==> config.mk <==
export PLATFORM = sky130hd
export DESIGN_NAME = fetch_queue
export DESIGN_NICKNAME = d
export VERILOG_FILES = /design/src/rtl/fetch_queue_pkg.sv /design/src/rtl/sync_fifo.sv /design/src/rtl/fetch_queue.sv
export SDC_FILE = /design/constraint.sdc
export NUM_CORES = 1
export LEC_CHECK = 0
export BUFFER_PORTS_ARGS = -buffer_cell sky130_fd_sc_hd__buf_2
export CORE_MARGIN = 2
export CORE_UTILIZATION = 50
export DETAILED_ROUTE_END_ITERATION = 8
export PLACE_DENSITY = 0.71
export SYNTH_ARGS = -nofsm -noshare
export SYNTH_HDL_FRONTEND = slang
export SYNTH_SLANG_ARGS = --single-unit
export TNS_END_PERCENT = 50
==> constraint.sdc <==
create_clock -name clk -period 5.9 [get_ports clk]
set_input_delay 1.475 -clock clk [delete_from_list [all_inputs] [get_ports clk]]
set_output_delay 1.475 -clock clk [all_outputs]
set_load 0.02 [all_outputs]
==> src/rtl/fetch_queue_pkg.sv <==
// Shared constants for the instruction fetch queue.
package fetch_queue_pkg;

    localparam int unsigned XLEN_DEFAULT     = 32;
    localparam int unsigned ILEN_BYTES       = 4;
    localparam logic [63:0] RESET_PC_DEFAULT = 64'h0;

endpackage

==> src/rtl/sync_fifo.sv <==
// Synchronous FIFO with synchronous flush and occupancy count; head entry is
// always presented on rdata.
module sync_fifo #(
    parameter int unsigned DATA_W = 64,
    parameter int unsigned DEPTH  = 4
) (
    input  logic                       clk,
    input  logic                       rst,
    input  logic                       flush,
    input  logic                       push,
    input  logic [DATA_W-1:0]          wdata,
    input  logic                       pop,
    output logic [DATA_W-1:0]          rdata,
    output logic                       empty,
    output logic [$clog2(DEPTH+1)-1:0] count
);

    localparam int unsigned AW = $clog2(DEPTH);
    localparam int unsigned CW = $clog2(DEPTH+1);

    logic [DATA_W-1:0] mem_q [DEPTH];
    logic [AW-1:0]     wr_ptr_q, wr_ptr_d, rd_ptr_q, rd_ptr_d;
    logic [CW-1:0]     count_q, count_d;
    logic              full;

    assign empty = (count_q == '0);
    assign full  = (count_q == CW'(DEPTH));
    assign count = count_q;
    assign rdata = mem_q[rd_ptr_q];

    // Pointers wrap naturally because DEPTH is a power of two.
    always_comb begin
        wr_ptr_d = wr_ptr_q;
        rd_ptr_d = rd_ptr_q;
        count_d  = count_q;
        if (flush) begin
            wr_ptr_d = '0;
            rd_ptr_d = '0;
            count_d  = '0;
        end else begin
            if (push) wr_ptr_d = wr_ptr_q + AW'(1);
            if (pop)  rd_ptr_d = rd_ptr_q + AW'(1);
            count_d = count_q + CW'(push) - CW'(pop);
        end
    end

    always_ff @(posedge clk or posedge rst) begin
        if (rst) begin
            wr_ptr_q <= '0;
            rd_ptr_q <= '0;
            count_q  <= '0;
        end else begin
            wr_ptr_q <= wr_ptr_d;
            rd_ptr_q <= rd_ptr_d;
            count_q  <= count_d;
        end
    end

    always_ff @(posedge clk) begin
        if (push && !flush) mem_q[wr_ptr_q] <= wdata;
    end

    a_no_overflow: assert property (@(posedge clk) disable iff (rst) push |-> !full);

endmodule

==> src/rtl/fetch_queue.sv <==
// Instruction fetch front end: credit-limited request issue, in-order response
// capture into a queue, and redirect handling with discard of stale responses.
module fetch_queue
    import fetch_queue_pkg::*;
#(
    parameter int unsigned     XLEN     = XLEN_DEFAULT,
    parameter int unsigned     DEPTH    = 4,
    parameter logic [XLEN-1:0] RESET_PC = RESET_PC_DEFAULT[XLEN-1:0]
) (
    input  logic                       clk,
    input  logic                       rst,
    output logic                       imem_req_valid,
    input  logic                       imem_req_ready,
    output logic [XLEN-1:0]            imem_req_addr,
    input  logic                       imem_rsp_valid,
    input  logic [XLEN-1:0]            imem_rsp_data,
    input  logic                       redirect_valid,
    input  logic [XLEN-1:0]            redirect_pc,
    output logic                       deq_valid,
    input  logic                       deq_ready,
    output logic [XLEN-1:0]            deq_pc,
    output logic [XLEN-1:0]            deq_instr,
    output logic [$clog2(DEPTH+1)-1:0] count
);

    localparam int unsigned     CW      = $clog2(DEPTH+1);
    localparam logic [XLEN-1:0] PC_STEP = XLEN'(ILEN_BYTES);
    localparam logic [XLEN-1:0] PC_MASK = ~XLEN'(ILEN_BYTES - 1);

    logic [XLEN-1:0]   fetch_pc_q, fetch_pc_d, rsp_pc_q, rsp_pc_d;
    logic [CW-1:0]     inflight_q, inflight_d, drop_cnt_q, drop_cnt_d;
    logic [CW-1:0]     fifo_count;
    logic [CW:0]       credit_used;
    logic [2*XLEN-1:0] fifo_rdata;
    logic              fifo_empty;
    logic              req_fire, rsp_keep, deq_fire;

    // Queued plus outstanding entries may never exceed the queue capacity.
    assign credit_used    = {1'b0, fifo_count} + {1'b0, inflight_q};
    assign imem_req_valid = !rst && !redirect_valid && (credit_used < (CW+1)'(DEPTH));
    assign imem_req_addr  = fetch_pc_q;
    assign req_fire       = imem_req_valid && imem_req_ready;

    assign rsp_keep  = imem_rsp_valid && !redirect_valid && (drop_cnt_q == '0);
    assign deq_valid = !fifo_empty && !redirect_valid;
    assign deq_fire  = deq_valid && deq_ready;
    assign deq_pc    = fifo_rdata[2*XLEN-1:XLEN];
    assign deq_instr = fifo_rdata[XLEN-1:0];
    assign count     = fifo_count;

    always_comb begin
        fetch_pc_d = fetch_pc_q;
        rsp_pc_d   = rsp_pc_q;
        drop_cnt_d = drop_cnt_q;
        inflight_d = inflight_q + CW'(req_fire) - CW'(imem_rsp_valid);
        if (redirect_valid) begin
            fetch_pc_d = redirect_pc & PC_MASK;
            rsp_pc_d   = redirect_pc & PC_MASK;
            // Everything still outstanding after this cycle belongs to the old path.
            drop_cnt_d = inflight_q - CW'(imem_rsp_valid);
        end else begin
            if (req_fire) fetch_pc_d = fetch_pc_q + PC_STEP;
            if (rsp_keep) rsp_pc_d = rsp_pc_q + PC_STEP;
            if (imem_rsp_valid && (drop_cnt_q != '0)) drop_cnt_d = drop_cnt_q - CW'(1);
        end
    end

    always_ff @(posedge clk or posedge rst) begin
        if (rst) begin
            fetch_pc_q <= RESET_PC & PC_MASK;
            rsp_pc_q   <= RESET_PC & PC_MASK;
            inflight_q <= '0;
            drop_cnt_q <= '0;
        end else begin
            fetch_pc_q <= fetch_pc_d;
            rsp_pc_q   <= rsp_pc_d;
            inflight_q <= inflight_d;
            drop_cnt_q <= drop_cnt_d;
        end
    end

    sync_fifo #(
        .DATA_W(2*XLEN),
        .DEPTH (DEPTH)
    ) u_fifo (
        .clk  (clk),
        .rst  (rst),
        .flush(redirect_valid),
        .push (rsp_keep),
        .wdata({rsp_pc_q, imem_rsp_data}),
        .pop  (deq_fire),
        .rdata(fifo_rdata),
        .empty(fifo_empty),
        .count(fifo_count)
    );

endmodule

==> run_results.csv <==
group,metric,value,unit
worst_setup_path,cp_slowest_cell,"dfrtp_4",
min_path,hold_start,"imem_req_addr[31]$_DFFE_PP0P_",
min_path,min_to,"imem_req_addr[31]$_DFFE_PP0P_",
cells_and_area,drive_gt1_share,32.6,%
grt,grt_pass1_wl,40800,µm
sta,fmax,239,MHz
clock_tree,cts_buffer_depth,3,
sta,slew_headroom,37.1,%
yosys,synth-warning-count,0,
yosys,synth.area.top_cells,"edfxtp_1 57%, dfrtp_1 14%, mux4_2 11%, xor2_1 1.7%, ha_1 1.5%",
power_and_ir_drop,cellInternalPower,4.47,mW
detailed_routing,drt-pass1-iter-count,6,
yosys,ys_ff_latch,321,
worst_setup_path,path_cells,"buf_4, mux4_2, buf_2",
yosys,ys.flop_type,"edfxtp_1",
detailed_routing,antenna_left,0,
sta,min_period,4180,ps
grt,overflow,0,
min_path,min_path_type,"flip-flop to flip-flop",
worst_setup_path,critPathArrivalTime,2700,ps
worst_setup_path,r2r_cells,6,
detailed_routing,vias_per_cell,5.63,
die,initial_utilization,50.5,%
clock_tree,cts_sinks,321,
worst_setup_path,worstReg2RegEnd,"u_fifo.mem_q[3][12]$_DFFE_PP_",
sta,fin_crit_sh,70.8,%
cells_and_area,layout.nets,1035,
placed_design,port_buffers,164,
power_and_ir_drop,p_comb_share,18.1,%
worst_setup_path,start_kind,"flip-flop",
yosys,syn_area,13000,µm²
worst_setup_path,worstPathRequired,4430,ps
power_and_ir_drop,power,6.11,mW
yosys,synth.most_common_cell,"edfxtp_1",
grt,grt_usage,19.4,%
die,pin_count,171,
clock_tree,cts_inserted_buffers,31,
yosys,seq_area_frac_synth,71.1,%
yosys,ys_async_sr_fraction,22.7,%
yosys,synth.avg_cell_area,17.0,µm²
clock_tree,cts_setup_buffers,0,
placed_design,detailed_place_hpwl,16800,µm
clock_tree,clk_pin_slew,60,ps
power_and_ir_drop,clockPowerShare,36.7,%
worst_setup_path,crit_type,"flip-flop to primary output",
cells_and_area,fin_util,59.9,%
power_and_ir_drop,power.leakage,5.56,nW
clock_tree,clk_latency,560,ps
cells_and_area,area_delta_synth_final,18.6,%
detailed_routing,wl_per_cell,19.6,µm
die,die_area,27400,µm²
sta,hold_viol_final,0,
power_and_ir_drop,ir_drop,0.284,mV
detailed_routing,via_count,7357,
power_and_ir_drop,power.density,395,nW/µm²
power_and_ir_drop,switching_share,26.9,%
detailed_routing,drtIter0Drc,571,
detailed_routing,drt-total-wl,25700,µm
cells_and_area,antenna_cells,0,
grt,grt_pass1_vias,7603,
yosys,synth-edff-count,248,
worst_setup_path,timing.rr.start,"drop_cnt_q[0]$_DFFE_PP0P_",
placed_design,gp_congestion,0.891,
grt,antenna_found_initial,0,
detailed_routing,route.detailed.drc,0,
sta,fin_setup_tns,0,ps
die,die_x,165,µm
worst_setup_path,cp_slowest_stage_delay,780,ps
yosys,ys_types,47,
die,die_h,165,µm
yosys,yosys.area.top_type,"edfxtp_1",
clock_tree,cts_resized,0,
power_and_ir_drop,p_sw,1.64,mW
sta,clock_skew,14.8,ps
clock_tree,root_buffer,"clkbuf_16",
status,status,"complete, no violations",
yosys,synth.top_cell.area_share,57.1,%
flow_run,cap_violations,0,
sta,slew_violations,0,
min_path,min_path_cells,1,
worst_setup_path,rrSetupSlack,2870,ps
worst_setup_path,worst_setup_path_end_kind,"primary output",
worst_setup_path,cp_max_fo,27,
sta,tightest_slew,943,ps
clock_tree,cts_tree,"yes",
yosys,syn_inst,767,
die,coreArea,25800,µm²
power_and_ir_drop,p_seq_share,45.2,%
sta,setup_violations,0,
clock_tree,htreeDepth,1,
yosys,synthTopCellsByCount,"248 x edfxtp_1, 73 x dfrtp_1, 62 x mux4_2",
grt,grt_max_degree,63,
die,rows,59,
sta,rsz0062_at_grt,"false",
clock_tree,holdBufCountCts,0,
worst max-delay path: cells and delay by family, from the launching register on:
family,cells,cell delay (ps)
flops,1,780
buf+inv,2,720
mux,1,620
placed cells by master (no fill, tap or decap), types with 4 or more instances in the layout:
master	instances
o311ai_0	6
clkbuf_16	31
mux2i_1	6
nor2_1	25
mux4_2	62
bufinv_16	9
and2_2	4
edfxtp_1	248
and4_1	4
ha_1	16
conb_1	4
mux2_2	6
nand4_1	22
o211ai_1	13
nand2_1	53
a21oi_1	11
inv_1	17
nand3_1	24
and3_1	10
o21ai_1	6
o21ai_0	32
buf_4	13
o311ai_1	6
dfrtp_1	71
xor2_1	25
buf_2	164
xnor2_1	17
clkinvlp_4	5
nor3_1	10
power groups by stage:
stage	sequential [mW]	combinational, mW	clock [mW]
global placement	2.81	1.11	0
detailed placement	2.81	1.13	0
finish	2.76	1.11	2.24
floorplan	2.76	0.807	0
global route	2.79	1.22	2.39
CTS	2.77	1.13	2.29
cells by family after synthesis:
kind of cell | count (synthesis) | synth area share, %
buffers and inverters | 54 | 1.74
AND/OR/NAND/NOR | 174 | 6.81
other | 1 | 0.0288
multiplexers | 74 | 11.7
XOR/XNOR | 42 | 2.82
AO/OA/AOI/OAI | 83 | 3.95
flip-flops | 321 | 71.1
adder cells (fa/ha/maj) | 18 | 1.84
cell type report:
| class | instances | area, µm² |
|---|---|---|
| clock buffers | 35 | 811 |
| fillers | 1977 | 10400 |
| well taps | 335 | 419 |
| inverters | 20 | 75.1 |
| repair buffers | 178 | 938 |
| multi-input cells | 395 | 3560 |
| flip-flops and latches | 321 | 9280 |
| clock inverters | 23 | 382 |
layer usage:
| layer | part of all wire (%) | vias to the layer above | track usage, % |
|---|---|---|---|
| met4 | 1.6 | 0 | 4.27 |
| li1 | - | 3365 | - |
| met3 | 7.5 | 33 | 3.55 |
| met2 | 47 | 285 | 31.7 |
| met5 | 0 | - | 0 |
| met1 | 44 | 3674 | 27.5 |
worst max path at each step:
| stage | slack, ps | depth (start not counted) | startpoint | to |
|---|---|---|---|---|
| floorplan | 1910 | 4 | redirect_valid | u_fifo.mem_q[0][0]$_DFFE_PP_ |
| global placement | 1820 | 5 | imem_rsp_valid | u_fifo.mem_q[3][21]$_DFFE_PP_ |
| detailed placement | 1810 | 5 | imem_rsp_valid | u_fifo.mem_q[3][1]$_DFFE_PP_ |
| CTS | 1630 | 3 | u_fifo.rd_ptr_q[0]$_DFFE_PP0P_ | deq_pc[13] |
| global route | 1510 | 3 | u_fifo.rd_ptr_q[0]$_DFFE_PP0P_ | deq_pc[13] |
| finish | 1720 | 3 | u_fifo.rd_ptr_q[0]$_DFFE_PP0P_ | deq_pc[13] |
sequential cells by signal (all words and copies together) (netlist names):
register         cells
inflight_q           3
rsp_pc_q            30
u_fifo.count         3
u_fifo.rd_ptr_q      2
u_fifo.mem_q       248
u_fifo.wr_ptr_q      2
drop_cnt_q           3
imem_req_addr       30
through the flow:
stage / hold slack [ps] / instances / setup WS, ps / area [µm²]
after floorplan: 494 / 770 / 1910 / 13100
after global placement: 542 / 1249 / 1820 / 14300
after detailed placement: 537 / 1249 / 1810 / 14300
after CTS: 566 / 1307 / 1630 / 15500
after global routing: 587 / 1307 / 1510 / 15500
final: 552 / 1307 / 1720 / 15500
(Power assumes the default switching activity.)
